[config.mk]
export PLATFORM = sky130hd
export DESIGN_NAME = matrix_writeback
export DESIGN_NICKNAME = d
export VERILOG_FILES = /design/src/rtl/matrix_writeback.sv
export SDC_FILE = /design/constraint.sdc
export NUM_CORES = 1
export LEC_CHECK = 0
export CORE_UTILIZATION = 52
export CTS_BUF_LIST = sky130_fd_sc_hd__clkbuf_8
export CTS_CLUSTER_DIAMETER = 100
export DETAILED_ROUTE_END_ITERATION = 10
export PLACE_DENSITY = 0.9
export SYNTH_ARGS = -nofsm -noshare
export SYNTH_HDL_FRONTEND = slang
export SYNTH_SLANG_ARGS = --single-unit
[constraint.sdc]
create_clock -name clk -period 7.3 [get_ports clk]
set_input_delay 0.73 -clock clk [delete_from_list [all_inputs] [get_ports clk]]
set_output_delay 0.73 -clock clk [all_outputs]
set_load 0.02 [all_outputs]
[src/rtl/matrix_writeback.sv]
// Result-matrix writeback: snapshots a parallel element array, packs it into an internal
// simple dual-port RAM, then reads it back and streams it out one element per valid/ready beat.
module matrix_writeback #(
    parameter int unsigned DATA_WIDTH  = 8,
    parameter int unsigned DEPTH       = 16,
    parameter int unsigned DATA_AMOUNT = 16,
    localparam int unsigned ADDR_WIDTH = $clog2(DEPTH),
    localparam int unsigned CNT_WIDTH  = $clog2(DATA_AMOUNT + 1)
) (
    input  logic                  clk,
    input  logic                  reset,
    input  logic                  start,
    input  logic [CNT_WIDTH-1:0]  data_amt,
    input  logic [DATA_WIDTH-1:0] matrix_data [DATA_AMOUNT],
    output logic                  busy,
    output logic [DATA_WIDTH-1:0] out_data,
    output logic                  out_valid,
    input  logic                  out_ready,
    output logic                  out_last,
    output logic                  done
);

    typedef enum logic [2:0] {
        StIdle,
        StWrite,
        StReadReq,
        StReadWait,
        StSend,
        StDone
    } state_e;

    state_e                state;
    logic [ADDR_WIDTH-1:0] wr_idx;
    logic [ADDR_WIDTH-1:0] rd_idx;
    logic [CNT_WIDTH-1:0]  n_q;
    logic [CNT_WIDTH-1:0]  n_clamped;
    logic [CNT_WIDTH-1:0]  last_idx;
    logic                  accept;

    logic [DATA_WIDTH-1:0] snap [DATA_AMOUNT];
    logic [DATA_WIDTH-1:0] mem  [DEPTH];
    logic [DATA_WIDTH-1:0] doutb;

    assign accept    = (state == StIdle) && start && !reset;
    assign n_clamped = (data_amt > CNT_WIDTH'(DATA_AMOUNT)) ? CNT_WIDTH'(DATA_AMOUNT) : data_amt;
    assign last_idx  = n_q - CNT_WIDTH'(1);
    assign busy      = (state != StIdle);

    // Snapshot decouples the transfer from later changes on matrix_data.
    always_ff @(posedge clk) begin
        if (accept) begin
            for (int i = 0; i < DATA_AMOUNT; i++) begin
                snap[i] <= matrix_data[i];
            end
        end
    end

    // Simple dual-port RAM: port A writes during WRITE, port B has a registered read.
    always_ff @(posedge clk) begin
        if (state == StWrite) begin
            mem[wr_idx] <= snap[wr_idx];
        end
        if (state == StReadReq) begin
            doutb <= mem[rd_idx];
        end
    end

    always_ff @(posedge clk) begin
        if (reset) begin
            state     <= StIdle;
            wr_idx    <= '0;
            rd_idx    <= '0;
            n_q       <= '0;
            out_data  <= '0;
            out_valid <= 1'b0;
            out_last  <= 1'b0;
            done      <= 1'b0;
        end else begin
            done <= 1'b0;
            unique case (state)
                StIdle: begin
                    if (start) begin
                        n_q    <= n_clamped;
                        wr_idx <= '0;
                        rd_idx <= '0;
                        if (n_clamped == '0) begin
                            state <= StDone;
                            done  <= 1'b1;
                        end else begin
                            state <= StWrite;
                        end
                    end
                end
                StWrite: begin
                    wr_idx <= wr_idx + 1'b1;
                    if (CNT_WIDTH'(wr_idx) == last_idx) begin
                        state <= StReadReq;
                    end
                end
                StReadReq: begin
                    state <= StReadWait;
                end
                StReadWait: begin
                    out_data  <= doutb;
                    out_valid <= 1'b1;
                    out_last  <= (CNT_WIDTH'(rd_idx) == last_idx);
                    state     <= StSend;
                end
                StSend: begin
                    if (out_ready) begin
                        out_valid <= 1'b0;
                        out_last  <= 1'b0;
                        if (out_last) begin
                            state <= StDone;
                            done  <= 1'b1;
                        end else begin
                            rd_idx <= rd_idx + 1'b1;
                            state  <= StReadReq;
                        end
                    end
                end
                StDone: begin
                    state <= StIdle;
                end
                default: begin
                    state <= StIdle;
                end
            endcase
        end
    end

endmodule

==> flow_summary.html <==
<table>
<tr><th>Metric</th><th>Value</th></tr>
<tr><th colspan="2">Status</th></tr>
<tr><td>Run status</td><td>complete, no violations</td></tr>
<tr><th colspan="2">Placement</th></tr>
<tr><td>Dpl ws</td><td>about 3.6 ns</td></tr>
<tr><td>Count of buffers from port buffering</td><td>roughly 150</td></tr>
<tr><td>Detailed placer's ending HPWL</td><td>about 16000 um</td></tr>
<tr><td>Final GP Congestion</td><td>about 0.85</td></tr>
<tr><th colspan="2">Floorplan</th></tr>
<tr><td>Area inside the core boundary</td><td>21820 sq um</td></tr>
<tr><td>Die width</td><td>around 150 um</td></tr>
<tr><td>Area of the die</td><td>22840 sq um</td></tr>
<tr><td>Initial Utilization</td><td>~53%</td></tr>
<tr><td>Number of top-level design ports</td><td>about 150</td></tr>
<tr><td>Die Span Y</td><td>between 150 and 200 um</td></tr>
<tr><td>FP Rows</td><td>54</td></tr>
<tr><th colspan="2">Timing</th></tr>
<tr><td>Setup TNS</td><td>0 ns</td></tr>
<tr><td>Final worst setup slack</td><td>4.060 ns</td></tr>
<tr><td>Max Freq</td><td>about 300 MHz</td></tr>
<tr><td>Final clock skew</td><td>around 0.030 ns</td></tr>
<tr><td>Final period utilization</td><td>between 40% and 50%</td></tr>
<tr><td>Count of endpoints failing hold in the final timing report</td><td>0</td></tr>
<tr><td>Pin slew with the least headroom to its limit</td><td>1.119 ns</td></tr>
<tr><td>Total count of max-transition violations in the final report</td><td>0</td></tr>
<tr><td>Max_slew headroom</td><td>25.38%</td></tr>
<tr><td>Setup violators final</td><td>0</td></tr>
<tr><td>Post-layout minimum cycle time</td><td>3.240 ns</td></tr>
<tr><td>Setup repair after global routing missed its margin</td><td>no</td></tr>
<tr><th colspan="2">GRT</th></tr>
<tr><td>Pin count of the biggest net entering global routing</td><td>88</td></tr>
<tr><td>GR Util All Layers</td><td>around 23%</td></tr>
<tr><td>Remaining global-route overflow</td><td>0</td></tr>
<tr><td>Wire length of the first global-routing pass</td><td>roughly 37000 um</td></tr>
<tr><td>Vias in the first global route</td><td>approximately 6500</td></tr>
<tr><td>Number of antenna violations at the first check in global routing</td><td>0</td></tr>
<tr><th colspan="2">Logic synthesis</th></tr>
<tr><td>Largest family of logic cells by synthesized area</td><td>multiplexers</td></tr>
<tr><td>Simple-Gate Fraction of Synth Area</td><td>~4.5%</td></tr>
<tr><td>Post-synthesis sequential area ratio</td><td>around three quarters</td></tr>
<tr><td>Fraction of registers with async set or reset after synthesis</td><td>0%</td></tr>
<tr><td>Netlist area before placement</td><td>between 10000 and 15000 sq um</td></tr>
<tr><td>Post-synthesis net count</td><td>~700</td></tr>
<tr><td>Warnings from Yosys</td><td>0</td></tr>
<tr><td>Xor/xnor cell area share of the yosys netlist</td><td>0.9843%</td></tr>
<tr><td>Commonest register cell after synthesis</td><td>edfxtp_1</td></tr>
<tr><td>Share of the synthesized area in the top cell type</td><td>68.53%</td></tr>
<tr><td>EDFF count, synth</td><td>roughly 260</td></tr>
<tr><td>Largest cells by area after synthesis</td><td>edfxtp_1 (69%), mux4_2 (11%), mux4_1 (5.9%)</td></tr>
<tr><td>Multiplexer share of the synthesized area</td><td>about 16%</td></tr>
<tr><td>Count of state elements after synthesis</td><td>a little under 300</td></tr>
<tr><td>Post-synthesis adder-cell area fraction</td><td>0.6490%</td></tr>
<tr><td>Library cells used by synthesis</td><td>41</td></tr>
<tr><td>Average instance area after synthesis</td><td>just over 20 sq um</td></tr>
<tr><td>Complex-gate fraction of the synthesized area</td><td>between 1.5 and 2%</td></tr>
<tr><td>Area leader, netlist</td><td>edfxtp_1</td></tr>
<tr><td>Count of mapped cells out of synthesis</td><td>between 500 and 600</td></tr>
<tr><th colspan="2">Worst hold path</th></tr>
<tr><td>Path category of the worst min-delay check</td><td>reg2reg</td></tr>
<tr><th colspan="2">Drt</th></tr>
<tr><td>Post-detailed-routing wire length</td><td>around 25000 um</td></tr>
<tr><td>Number of DRC violations after detailed-routing iteration 0</td><td>~480</td></tr>
<tr><td>Detailed-route via count</td><td>~6200</td></tr>
<tr><td>Drt via density</td><td>between 5 and 6</td></tr>
<tr><td>Length of the first detailed-routing pass in iterations</td><td>4</td></tr>
<tr><td>WL/cell</td><td>24.46 um</td></tr>
<tr><td>Final antenna-violating net count</td><td>0</td></tr>
<tr><td>Number of remaining DRC errors</td><td>0</td></tr>
<tr><th colspan="2">Worst setup path</th></tr>
<tr><td>Critical Path End Type</td><td>flop</td></tr>
<tr><td>Critical path class</td><td>in2reg</td></tr>
<tr><td>Critical Path Sink</td><td>snap[3][4]</td></tr>
<tr><td>R2r setup slk</td><td>between 4 and 5 ns</td></tr>
<tr><td>Setup crit start</td><td>reset</td></tr>
<tr><td>Reg-to-Reg Start</td><td>state[1]</td></tr>
<tr><td>Worst Path Max Fanout</td><td>87</td></tr>
<tr><td>R2R depth</td><td>5</td></tr>
<tr><td>Critical path startpoint category</td><td>input port</td></tr>
<tr><td>Endpoint arrival time on the critical path</td><td>~3.4 ns</td></tr>
<tr><td>Endpoint of the most critical register-to-register path</td><td>snap[3][4]</td></tr>
<tr><td>Crit path required time</td><td>between 7 and 8 ns</td></tr>
<tr><th colspan="2">Clock tree</th></tr>
<tr><td>Root Buffer</td><td>clkbuf_8</td></tr>
<tr><td>Resize count post-CTS</td><td>0</td></tr>
<tr><td>Clock latency of the later-clocked register in the worst-skew pair</td><td>about 0.55 ns</td></tr>
<tr><td>TritonCTS clock tree</td><td>done</td></tr>
<tr><td># hold bufs at CTS</td><td>0</td></tr>
<tr><td>Number of CTS-inserted buffers</td><td>44</td></tr>
<tr><td>Clock transition time at the flip-flop clock pins of the worst setup and hold paths</td><td>around 0.060 ns</td></tr>
<tr><td>Buffer depth of the longest clock path</td><td>3</td></tr>
<tr><td>Maximum level of the CTS H-tree</td><td>2</td></tr>
<tr><td>Post-CTS Setup Repair Bufs</td><td>0</td></tr>
<tr><td>Sink count of the clock tree</td><td>295</td></tr>
<tr><th colspan="2">Power</th></tr>
<tr><td>Internal power</td><td>between 2 and 3 mW</td></tr>
<tr><td>Leakage power summed over all cells</td><td>between 4 and 5 nW</td></tr>
<tr><td>Worst vdd rail ir drop</td><td>~180 uV</td></tr>
<tr><td>Portion of total power attributed to combinational logic</td><td>between 6 and 7%</td></tr>
<tr><td>Part of the total power dissipated in sequential elements</td><td>about 58%</td></tr>
<tr><td>Total net switching power</td><td>0.7071 mW</td></tr>
<tr><td>Clock network power share</td><td>roughly 36%</td></tr>
<tr><td>Switching part of the total power</td><td>about a fifth</td></tr>
<tr><td>P per Cell Area</td><td>between 200 and 250 nW/um^2</td></tr>
<tr><th colspan="2">Final layout</th></tr>
<tr><td>Net count reported at finish</td><td>approximately 870</td></tr>
<tr><td>Area growth, synth to finish</td><td>21.20%</td></tr>
<tr><td>Share of post-route cells with drive strength above 1</td><td>15.06%</td></tr>
<tr><td>Leading cell types in the layout, fill and taps excluded</td><td>edfxtp_1 (264), clkdlybuf4s50_1 (148), mux4_2 (54)</td></tr>
<tr><td>Most common library cell in the layout ignoring fill and taps</td><td>edfxtp_1</td></tr>
<tr><td>Fill cell total of the finished layout</td><td>approximately 1300</td></tr>
<tr><td>Diodes inserted</td><td>0</td></tr>
<tr><th colspan="2">Flow run</th></tr>
<tr><td>Max Cap Violations</td><td>0</td></tr>
</table>
==> layout make-up <==
class / instances / area, sq um / area share (%)
well taps: 280 / 350.3 / 2.499
repair buffers: 152 / 1511 / 10.78
flip-flops and latches: 295 / 8551 / 60.99
clock buffers: 47 / 646.9 / 4.614
multi-input cells: 231 / 2833 / 20.21
clock inverters: 27 / 108.9 / 0.7764
inverters: 5 / 18.77 / 0.1339
==> flip-flops by register name, indices dropped and copies added, names as in the netlist, named ones only <==
register,flops
mem,128
snap,128
doutb,8
out_data,8
n_q,5
rd_idx,4
wr_idx,4
state,3
done,1
out_last,1
out_valid,1
==> cells by family (layout without fill, tap and decap cells) <==
family | count (synthesis) | in the layout
buffers and inverters | 34 | 231
xor gates and xnor gates | 13 | 13
muxes | 80 | 80
AOI/OAI and AO/OA | 37 | 37
and+or+nand+nor | 95 | 95
adders and majority gates | 6 | 6
DFF | 295 | 295
==> metal layers <==
| metal | global-route usage [%] | up-vias | share of wire (%) |
|---|---|---|---|
| met4 | 9.350 | 0 | 2.9 |
| met3 | 5.211 | 58 | 8.6 |
| met5 | 0 | - | 0 |
| met1 | 27.89 | 3091 | 35 |
| li1 | - | 2644 | - |
| met2 | 40.41 | 408 | 53 |
==> Yosys cell counts (3+ instances only) <==
master / instances
a21oi_1: 20
and2_1: 16
buf_1: 6
buf_2: 5
buf_6: 8
clkbuf_1: 10
dfxtp_1: 31
edfxtp_1: 264
ha_1: 6
inv_1: 5
mux4_1: 26
mux4_2: 54
nand2_1: 33
nand2b_1: 3
nand3_1: 4
nand3b_1: 5
nor2_1: 12
nor3_1: 5
o211ai_1: 3
o21ai_0: 3
xnor2_1: 8
xor2_1: 5
==> critical path: stages <==
cell             delay, ns
clkdlybuf4s50_1       0.95
nor2_4                0.27
buf_4                 0.46
buf_4                 0.88
==> worst min path at each step <==
stage,from,to,cells past startpoint
after floorplan,n_q[1],n_q[1],2
after global placement,out_data[3],out_data[3],2
after detailed placement,n_q[4],n_q[4],2
after CTS,n_q[4],n_q[4],2
after global routing,n_q[4],n_q[4],2
final,out_data[0],out_data[0],2
==> stage by stage <==
stage / instances / utilization (%) / hold WS [ns] / instance area (sq um) / power, mW
floorplan: 560 / - / 0.4450 / 11570 / 2.049
global placement: 963 / 60.78 / 0.4534 / 13260 / 2.140
detailed placement: 963 / 60.78 / 0.4722 / 13260 / 2.158
CTS: 1037 / 64.24 / 0.4803 / 14020 / 3.326
global route: 1037 / 64.24 / 0.4994 / 14020 / 3.408
finish: 1037 / 64.24 / 0.4807 / 14020 / 3.310
==> power by group through the flow <==
| stage | clock network [mW] | logic [mW] | registers, mW |
|---|---|---|---|
| after global placement | 0 | 0.191 | 1.95 |
| after detailed placement | 0 | 0.204 | 1.95 |
| final | 1.18 | 0.206 | 1.92 |
| after floorplan | 0 | 0.104 | 1.94 |
| after global routing | 1.27 | 0.218 | 1.92 |
| after CTS | 1.20 | 0.206 | 1.92 |
(Power assumes the default switching activity.)
